### src/rtl/quadrature_step_gen_if.sv
// Step-command handshake between a command source and the quadrature step generator.
interface quadrature_step_gen_if;
    logic       step_valid;
    logic       step_ready;
    logic       step_dir;
    logic [7:0] step_num;
    logic       bounce_en;

    modport master (
        output step_valid,
        output step_dir,
        output step_num,
        output bounce_en,
        input  step_ready
    );

    modport slave (
        input  step_valid,
        input  step_dir,
        input  step_num,
        input  bounce_en,
        output step_ready
    );
endinterface

### src/rtl/quadrature_step_gen.sv
// Rotary-encoder emulator: turns step commands into idle-high Gray-coded A/B
// phase sequences, one 4-transition cycle per detent, with optional contact
// bounce before every settled edge. All timing advances only on tick cycles.
//
// state     | meaning
// ----------+-----------------------------------------------------------
// ST_IDLE   | waiting for a command; step_ready high
// ST_GLITCH | toggling the changing line once per tick before it settles
// ST_DWELL  | holding settled lines; also the wait for the first tick
module quadrature_step_gen #(
    parameter int DWELL    = 16,
    parameter int BOUNCE_N = 3,
    parameter int POS_W    = 24
) (
    input  logic                 clk,
    input  logic                 rst,
    input  logic                 tick,
    quadrature_step_gen_if.slave step,
    output logic                 enc_a,
    output logic                 enc_b,
    output logic                 busy,
    output logic                 done,
    output logic [POS_W-1:0]     position
);

    typedef enum logic [1:0] {ST_IDLE, ST_GLITCH, ST_DWELL} state_t;

    localparam logic [7:0] DWELL_LD    = 8'(DWELL);
    localparam logic [4:0] GLITCH_LAST = 5'(2 * BOUNCE_N - 1);
    localparam logic       BOUNCE_ON   = (BOUNCE_N > 0);

    state_t           state, state_n;
    logic [7:0]       cnt, cnt_n;
    logic [4:0]       gcnt, gcnt_n;
    logic [7:0]       rem, rem_n;
    logic [1:0]       idx, idx_n;
    logic             dir, dir_n;
    logic             bnc, bnc_n;
    logic             first, first_n;
    logic [1:0]       mask, mask_n;
    logic             a_n, b_n, done_n;
    logic [POS_W-1:0] pos_n;
    logic             go, settle;
    logic [1:0]       tgt;

    // Settled {A,B} after transition i of a detent; decrement is the increment
    // pattern with the two lines swapped.
    function automatic logic [1:0] detent_ab(input logic [1:0] i, input logic d);
        logic [1:0] v;
        case (i)
            2'd0:    v = 2'b01;
            2'd1:    v = 2'b00;
            2'd2:    v = 2'b10;
            default: v = 2'b11;
        endcase
        return d ? v : {v[0], v[1]};
    endfunction

    assign step.step_ready = (state == ST_IDLE);
    assign busy            = (state != ST_IDLE);
    assign tgt             = detent_ab(idx, dir);

    // Next-state and output decode; idx is the next transition to make.
    always_comb begin
        state_n = state;
        cnt_n   = cnt;
        gcnt_n  = gcnt;
        rem_n   = rem;
        idx_n   = idx;
        dir_n   = dir;
        bnc_n   = bnc;
        first_n = first;
        mask_n  = mask;
        a_n     = enc_a;
        b_n     = enc_b;
        done_n  = 1'b0;
        pos_n   = position;
        go      = 1'b0;
        settle  = 1'b0;

        case (state)
            ST_IDLE: begin
                if (step.step_valid) begin
                    dir_n = step.step_dir;
                    bnc_n = step.bounce_en;
                    rem_n = step.step_num;
                    if (step.step_num == 8'd0) begin
                        done_n = 1'b1;
                    end else begin
                        // cnt=1 makes the first tick after acceptance start the detent
                        state_n = ST_DWELL;
                        cnt_n   = 8'd1;
                        idx_n   = 2'd0;
                        first_n = 1'b1;
                    end
                end
            end
            ST_GLITCH: begin
                if (tick) begin
                    if (gcnt == GLITCH_LAST) begin
                        settle = 1'b1;
                    end else begin
                        gcnt_n     = gcnt + 5'd1;
                        {a_n, b_n} = {enc_a, enc_b} ^ mask;
                    end
                end
            end
            ST_DWELL: begin
                if (tick) begin
                    if (cnt != 8'd1) begin
                        cnt_n = cnt - 8'd1;
                    end else if (first) begin
                        first_n = 1'b0;
                        go      = 1'b1;
                    end else if (idx != 2'd0) begin
                        go = 1'b1;
                    end else if (rem == 8'd1) begin
                        state_n = ST_IDLE;
                        done_n  = 1'b1;
                    end else begin
                        rem_n = rem - 8'd1;
                        go    = 1'b1;
                    end
                end
            end
            default: state_n = ST_IDLE;
        endcase

        if (go && bnc && BOUNCE_ON) begin
            state_n    = ST_GLITCH;
            gcnt_n     = 5'd0;
            mask_n     = tgt ^ {enc_a, enc_b};
            {a_n, b_n} = tgt;
        end else if (go) begin
            settle = 1'b1;
        end

        if (settle) begin
            {a_n, b_n} = tgt;
            state_n    = ST_DWELL;
            cnt_n      = DWELL_LD;
            idx_n      = idx + 2'd1;
            // enc_a is still the pre-transition value here, even after bounce
            if (enc_a && !tgt[1]) begin
                pos_n = dir ? position + POS_W'(1) : position - POS_W'(1);
            end
        end
    end

    // State and output registers; reset aborts any command and idles the lines high.
    always_ff @(posedge clk) begin
        if (rst) begin
            state    <= ST_IDLE;
            cnt      <= 8'd0;
            gcnt     <= 5'd0;
            rem      <= 8'd0;
            idx      <= 2'd0;
            dir      <= 1'b0;
            bnc      <= 1'b0;
            first    <= 1'b0;
            mask     <= 2'b00;
            enc_a    <= 1'b1;
            enc_b    <= 1'b1;
            done     <= 1'b0;
            position <= '0;
        end else begin
            state    <= state_n;
            cnt      <= cnt_n;
            gcnt     <= gcnt_n;
            rem      <= rem_n;
            idx      <= idx_n;
            dir      <= dir_n;
            bnc      <= bnc_n;
            first    <= first_n;
            mask     <= mask_n;
            enc_a    <= a_n;
            enc_b    <= b_n;
            done     <= done_n;
            position <= pos_n;
        end
    end

endmodule

### src/flat_wrapper.sv
// flat-port wrapper written by rule: the top's interface ports become plain ports
module quadrature_step_gen_flat 
#(
    parameter int DWELL    = 16,
    parameter int BOUNCE_N = 3,
    parameter int POS_W    = 24
)
  (clk, rst, tick, enc_a, enc_b, busy, done, position, step_step_valid, step_step_dir, step_step_num, step_bounce_en, step_step_ready);
  quadrature_step_gen_if step_i ();
  input  logic clk;
  input  logic rst;
  input  logic tick;
  output logic enc_a;
  output logic enc_b;
  output logic busy;
  output logic done;
  output logic [POS_W-1:0] position;
  input wire logic [$bits(step_i.step_valid)-1:0] step_step_valid;
  input wire logic [$bits(step_i.step_dir)-1:0] step_step_dir;
  input wire logic [$bits(step_i.step_num)-1:0] step_step_num;
  input wire logic [$bits(step_i.bounce_en)-1:0] step_bounce_en;
  output wire logic [$bits(step_i.step_ready)-1:0] step_step_ready;
  assign step_i.step_valid = step_step_valid;
  assign step_i.step_dir = step_step_dir;
  assign step_i.step_num = step_step_num;
  assign step_i.bounce_en = step_bounce_en;
  assign step_step_ready = step_i.step_ready;
  quadrature_step_gen #(.DWELL(DWELL), .BOUNCE_N(BOUNCE_N), .POS_W(POS_W)) u_core (.clk(clk), .rst(rst), .tick(tick), .step(step_i), .enc_a(enc_a), .enc_b(enc_b), .busy(busy), .done(done), .position(position));
endmodule
### config.mk
export PLATFORM = sky130hd
export DESIGN_NAME = quadrature_step_gen_flat
export DESIGN_NICKNAME = d
export VERILOG_FILES = /design/src/rtl/quadrature_step_gen_if.sv /design/src/rtl/quadrature_step_gen.sv /design/src/flat_wrapper.sv
export SDC_FILE = /design/constraint.sdc
export NUM_CORES = 1
export LEC_CHECK = 0
export BUFFER_PORTS_ARGS = -buffer_cell sky130_fd_sc_hd__buf_2
export CAP_MARGIN = 20
export CORE_MARGIN = 2
export CORE_UTILIZATION = 55
export CTS_BUF_LIST = sky130_fd_sc_hd__clkbuf_8
export CTS_CLUSTER_DIAMETER = 150
export CTS_CLUSTER_SIZE = 14
export DETAILED_ROUTE_END_ITERATION = 10
export PLACE_DENSITY_LB_ADDON = 0.12
export SLEW_MARGIN = 10
export SYNTH_ARGS = -nofsm -noshare
export SYNTH_HDL_FRONTEND = slang
export SYNTH_SLANG_ARGS = --single-unit
### constraint.sdc
create_clock -name clk -period 2.9 [get_ports clk]
set_clock_uncertainty 0.05 [all_clocks]
set_input_delay 0.145 -clock clk [delete_from_list [all_inputs] [get_ports clk]]
set_output_delay 0.145 -clock clk [all_outputs]
set_load 0.01 [all_outputs]
==> run metrics, run 1 <==
outcome=finished, final reports clean; P_leak=between 0.0015 and 0.002 uW; total CTS buffers=9; worst endpoint required time=3080 ps; Final Hold Viols=0; Post-synth top flop=dfxtp_1; Mapped Nets=564; synthesized cell area=4060 sq um; First-pass DRT Iterations=5; worst slew pin tran=about 640 ps; main area contributors after synthesis=dfxtp_1 (28%), ha_1 (9.9%), a21oi_1 (6.5%); synth warn=0; WP depth=9; CP delay by family, top=compound AO/OA/AOI/OAI gates; crit path capture type=register; CTS tree=done; fill count=slightly below 700; Max Transition Viols Final=0; Root Buffer=clkbuf_8; GRT Overall Usage=24.9%; setup violators final=0; initial core utilization=about 56%; ys async rst share=0%; Max transition margin=57.3%; FF-to-FF End=u_core.position[12]; port bufs=42; die area=~8100 sq um; share of cells above drive strength 1=14.5%; Reg2Reg Depth=9; Startpoint Class=register; count leader, synth=nand2_1; CP endpoint=u_core.position[12]; Clock Path Buffers=2; fin crit share=90.7%; Final nets=608; r2r setup slk=270 ps; clock sink total=57; max incr delay on CP=340 ps; synthesized area per cell=between 7 and 8 sq um; total negative slack=0 ps; crit path time final=2630 ps; total power=2040 uW; WL/cell=around 15 microns; PwrDens=448 nW/um^2; gr busiest metal=met2; Global Route met2 Usage=42.2%; CP Launch Point=u_core.dir; CP max stage cell=ha_1; RSZ-0062 raised after global routing=false; postcts setup bufs=0; flops & latches, synth=between 50 and 60; CTS Hold Buffers Added=0; initial antenna violation count=0; largest net degree at the start of global routing=65; post-CTS resize count=0; H-tree Lvls=3; total gr overflow=0; Initial DRC Count=187; I/O Pins=43; die width=89.9 microns; EDFF count, synth=0; DR vias=3,965; area delta synth->final=12.3%; first-pass GRT wire length=16.9 mm; CP bufs+invs=2; Yosys top cell area share=28.1%; n_diodes=0; worst skew pair latency=340 ps; CP Data Arrival Time=2810 ps; DR vias/cell=5.97; Worst-path clk slew=70 ps; FMAX=about 0.38 GHz; worst r2r src=u_core.dir; PnR worst setup slack=270 ps; Total Wirelength=9.85 mm; Post-DP HPWL=7.09 mm; core area=7210 sq um; max-cap viol count=0; cells after synthesis=517; CP cell instances=inv_1 -> buf_4 -> ha_1 -> a21o_1 -> a221oi_2 -> o21ai_0 -> a21oi_1 -> mux2_2 -> a31o_1; peak supply drop=between 200 and 250 uV; num rows=31; Seq/Total Area, Yosys=between 20% and 30%; Chip Height=89.9 microns; CP Class=register to register; met3 usage=3.44%; DRC=0; routing usage on met1=32.3%; Commonest cells post-synth=nand2_1 (63), dfxtp_1 (57), a21oi_1 (53); Critical Path Fanout Max=24; worst slack, placed=286 ps; vias in the first global route=3,642; final antenna-violating net count=0; Hold Crit Class=input pin to register; Final Wtd Congestion=0.925; dominant cell type by area after synthesis=dfxtp_1; Yosys cell types=67
logic make-up (layout without fill, tap and decap cells):
logic type | count (synthesis) | after routing | share of synthesized area, %
DFF | 57 | 57 | 28.1
adders and majority gates | 33 | 33 | 10.4
xor gates and xnor gates | 24 | 24 | 5.18
and+or+nand+nor | 209 | 209 | 26.1
muxes | 3 | 3 | 0.801
AOI/OAI and AO/OA | 154 | 154 | 25.5
buffers and inverters | 37 | 85 | 3.94
worst register-to-register path, cell delays in order, from the launching register on:
cell and delay, ps:
dfxtp_1 310, inv_1 80, buf_4 310, ha_1 340, a21o_1 210, a221oi_2 300, o21ai_0 190, a21oi_1 200
mux2_2 340, a31o_1 190
flip-flops by register name, summed over array words and instances, names as in the netlist:
signal           cells
u_core.position     24
u_core.cnt           8
u_core.rem           8
u_core.gcnt          5
u_core.idx           2
u_core.mask          2
u_core.state         2
u_core.bnc           1
u_core.dir           1
u_core.done          1
u_core.enc_a         1
u_core.enc_b         1
u_core.first         1
final cells by class:
type | instances | area, sq um | area share [%]
Clock buffer | 12 | 165 | 3.62
Clock inverter | 3 | 16.3 | 0.357
Inverter | 18 | 67.6 | 1.48
Multi-Input combinational cell | 423 | 2760 | 60.5
Sequential cell | 57 | 1140 | 25.0
Tap cell | 99 | 124 | 2.72
Timing Repair Buffer | 52 | 285 | 6.26
worst min path at each step:
stage	slack, ps	to	from	depth (start not counted)
after floorplan	240	u_core.dir	step_step_dir	2
after CTS	8	u_core.bnc	step_bounce_en	3
final	20	u_core.bnc	step_bounce_en	3
after detailed placement	370	u_core.bnc	step_bounce_en	3
after global routing	20	u_core.bnc	step_bounce_en	3
after global placement	370	u_core.bnc	step_bounce_en	3
power by group:
part	leakage (uW)	total [uW]	switching, uW	internal (uW)
Combinational	0.00144	484	292	192
Clock	0.0000957	698	327	371
Sequential	0.000462	863	43.5	819
Total	0.00199	2040	663	1380
cells in the final DEF, fill, tap and decap left out, types with 2 or more instances in the layout:
cell type	instances
nand2_1	63
dfxtp_1	57
a21oi_1	53
nor2_1	42
buf_2	42
ha_1	32
nand3_1	28
o21ai_0	23
inv_1	19
nor3_1	15
xor2_1	14
a211oi_1	12
clkbuf_8	12
a21o_1	11
xnor2_1	10
buf_4	10
o21a_1	8
o31ai_1	7
nand4_1	7
or3_1	7
nor3b_1	6
nor4_1	6
a211o_1	5
and3_1	4
and2_1	4
o21bai_1	4
nand4b_1	4
o211ai_1	4
nor2b_1	3
and3b_1	3
or2_2	3
nand3b_1	3
o211a_1	2
a221oi_2	2
o22ai_1	2
a22oi_1	2
o32a_1	2
a221oi_1	2
a21boi_0	2
per-layer routing:
layer	up-vias	share of wire [%]	routed length, microns
li1	1989	-	-
met4	0	1.9	184
met1	1871	47	4650
met2	90	48	4680
met5	-	0	0
met3	15	3.4	336
per-stage QoR:
step	utilization, %	cells	hold slack, ps	instance area (sq um)
after floorplan	-	517	243	4060
after global placement	60.7	649	372	4380
after detailed placement	60.7	649	374	4380
after CTS	63.2	664	8.20	4560
after global routing	63.2	664	22.0	4560
final	63.2	664	18.7	4560
Note: power is estimated with default switching activity, not from simulation.
==> run 2, diff against run 1 <==
Clock period 2.9 ns to 2.6 ns, I/O delays scaled along.
==> run metrics, run 2 (synthesis results as in run 1) <==
max incr delay on CP=between 400 and 500 ps; Max transition margin=50.2%; peak supply drop=around 240 uV; area delta synth->final=18.5%; total CTS buffers=9; GRT Overall Usage=26.6%; Clock Path Buffers=2; Reg area=1150 sq um; crit path time final=2550 ps; Clock power frac=32.0%; CTS tree=done; Layout Cells excl Fill=681; PnR worst setup slack=51.8 ps; hold_ws=29.2 ps; port bufs=42; worst endpoint required time=2810 ps; Net Sw Power=783 uW; max-cap viol count=0; core area=7210 sq um; Initial DRC Count=around 250; postcts setup bufs=0; total negative slack=0 ps; Chip Height=approximately 90 microns; CP delay by family, top=compound AO/OA/AOI/OAI gates; Startpoint Class=register; Critical Path Fanout Max=26; fill count=635; final antenna-violating net count=0; Max Transition Viols Final=0; largest net degree at the start of global routing=43; Total Wirelength=10.6 mm; most frequent cells in the layout=nand2_1 (63), dfxtp_1 (54), a21oi_1 (51); Multi-input gate area=2870 sq um; Seq pwr share=42.3%; fin crit share=between 90 and 100%; vias in the first global route=3,969; crit path capture type=register; die area=8090 sq um; P_leak=0.00208 uW; CP cell instances=clkinvlp_4 -> buf_12 -> ha_1 -> a21oi_1 -> a211o_1 -> o21ba_2 -> a211oi_1 -> nor3_1 -> o31ai_1; First-pass DRT Iterations=5; Final nets=between 600 and 700; initial core utilization=56.3%; sw frac=34.5%; n_diodes=0; max FFs per register=24; H-tree Lvls=3; final core utilization=66.7%; Hold Crit Class=input pin to register; biggest regs=u_core.position (24), u_core.cnt (8), u_core.rem (8); worst skew pair latency=350 ps; Worst-path clk slew=70 ps; CP Data Arrival Time=2760 ps; Int Power=1490 uW; Root Buffer=clkbuf_8; FMAX=0.392 GHz; Final Hold Viols=0; first-pass GRT wire length=17.9 mm; worst slack, placed=35.9 ps; Reg with most FFs=u_core.position; CP max stage cell=ha_1; die width=89.9 microns; Comb pwr share=approximately 26%; clock sink total=57; I/O Pins=between 40 and 50; share of cells above drive strength 1=19.8%; WL/cell=15.5 microns; CP bufs+invs=2; Final Wtd Congestion=a little under 1; num rows=31; Post-DP HPWL=7.84 mm; setup violators final=0; DR vias=4,119; CP Class=register to register; initial antenna violation count=0; worst slew pin tran=around 750 ps; commonest non-fill, non-tap cell in the layout=nand2_1; outcome=finished, final reports clean; total gr overflow=0; DR vias/cell=6.05; Placed Instances=664; PwrDens=472 nW/um^2; DRC=0
run 2: cell types whose count changed in the layout (fill, tap and decap cells not counted), moves of 2 or more:
| cell | before | now |
|---|---|---|
| clkinvlp_4 | 1 | 3 |
| a21oi_1 | 53 | 51 |
| dfxtp_2 | 0 | 2 |
| clkinv_2 | 1 | 4 |
| buf_12 | 0 | 2 |
| clkbuf_8 | 12 | 9 |
| buf_4 | 10 | 22 |
| ha_2 | 0 | 3 |
| dfxtp_1 | 57 | 54 |
| ha_1 | 32 | 26 |
| ha_4 | 0 | 3 |
run 2: worst paths after layout:
| check | depth (start not counted) | startpoint | end | slack [ps] |
|---|---|---|---|---|
| max | 9 | u_core.dir | u_core.position[19] | 50 |
| min | 3 | step_step_dir | u_core.dir | 30 |
| max reg2reg | 9 | u_core.dir | u_core.position[19] | 50 |
| min reg2reg | 2 | u_core.first | u_core.first | 430 |
run 2: metrics by stage:
stage	total power [uW]	instance area, sq um
global placement	1530	4570
finish	2270	4810
detailed placement	1540	4570
global route	2370	4810
floorplan	1400	4120
CTS	2250	4740
run 2: what timing repair did:
item,4_1_cts,5_1_grt
endpoints found under the setup margin,0,9
hold buffers,1,0
gates resized for setup,0,19
hold endpoints to repair,1,0
run 2: final cells by class:
class | count | share of cell area, %
multi-input cells | 423 | 59.6
inverters | 18 | 1.48
clock buffers | 9 | 2.57
well taps | 99 | 2.57
repair buffers | 68 | 9.07
flip-flops and latches | 57 | 23.8
clock inverters | 7 | 0.806
run 2: power by group through the flow:
| stage | clock network [uW] | registers (uW) | logic (uW) |
|---|---|---|---|
| 2_1_floorplan | 0 | 969 | 429 |
| 3_3_place_gp | 0 | 978 | 551 |
| 3_5_place_dp | 0 | 980 | 562 |
| 4_1_cts | 726 | 960 | 567 |
| 5_1_grt | 757 | 966 | 649 |
| 6_report | 727 | 961 | 584 |
run 2: worst min-delay path: cells and delay by family:
family	cells	cell delay [ps]
compound gates	1	90
buf+inv	1	90
simple gates	1	60
run 2: per-layer routing:
layer,track usage (%),routed length (microns)
met4,13.6,356
met1,32.3,4650
met5,0,0
met2,45.6,5060
met3,4.19,522
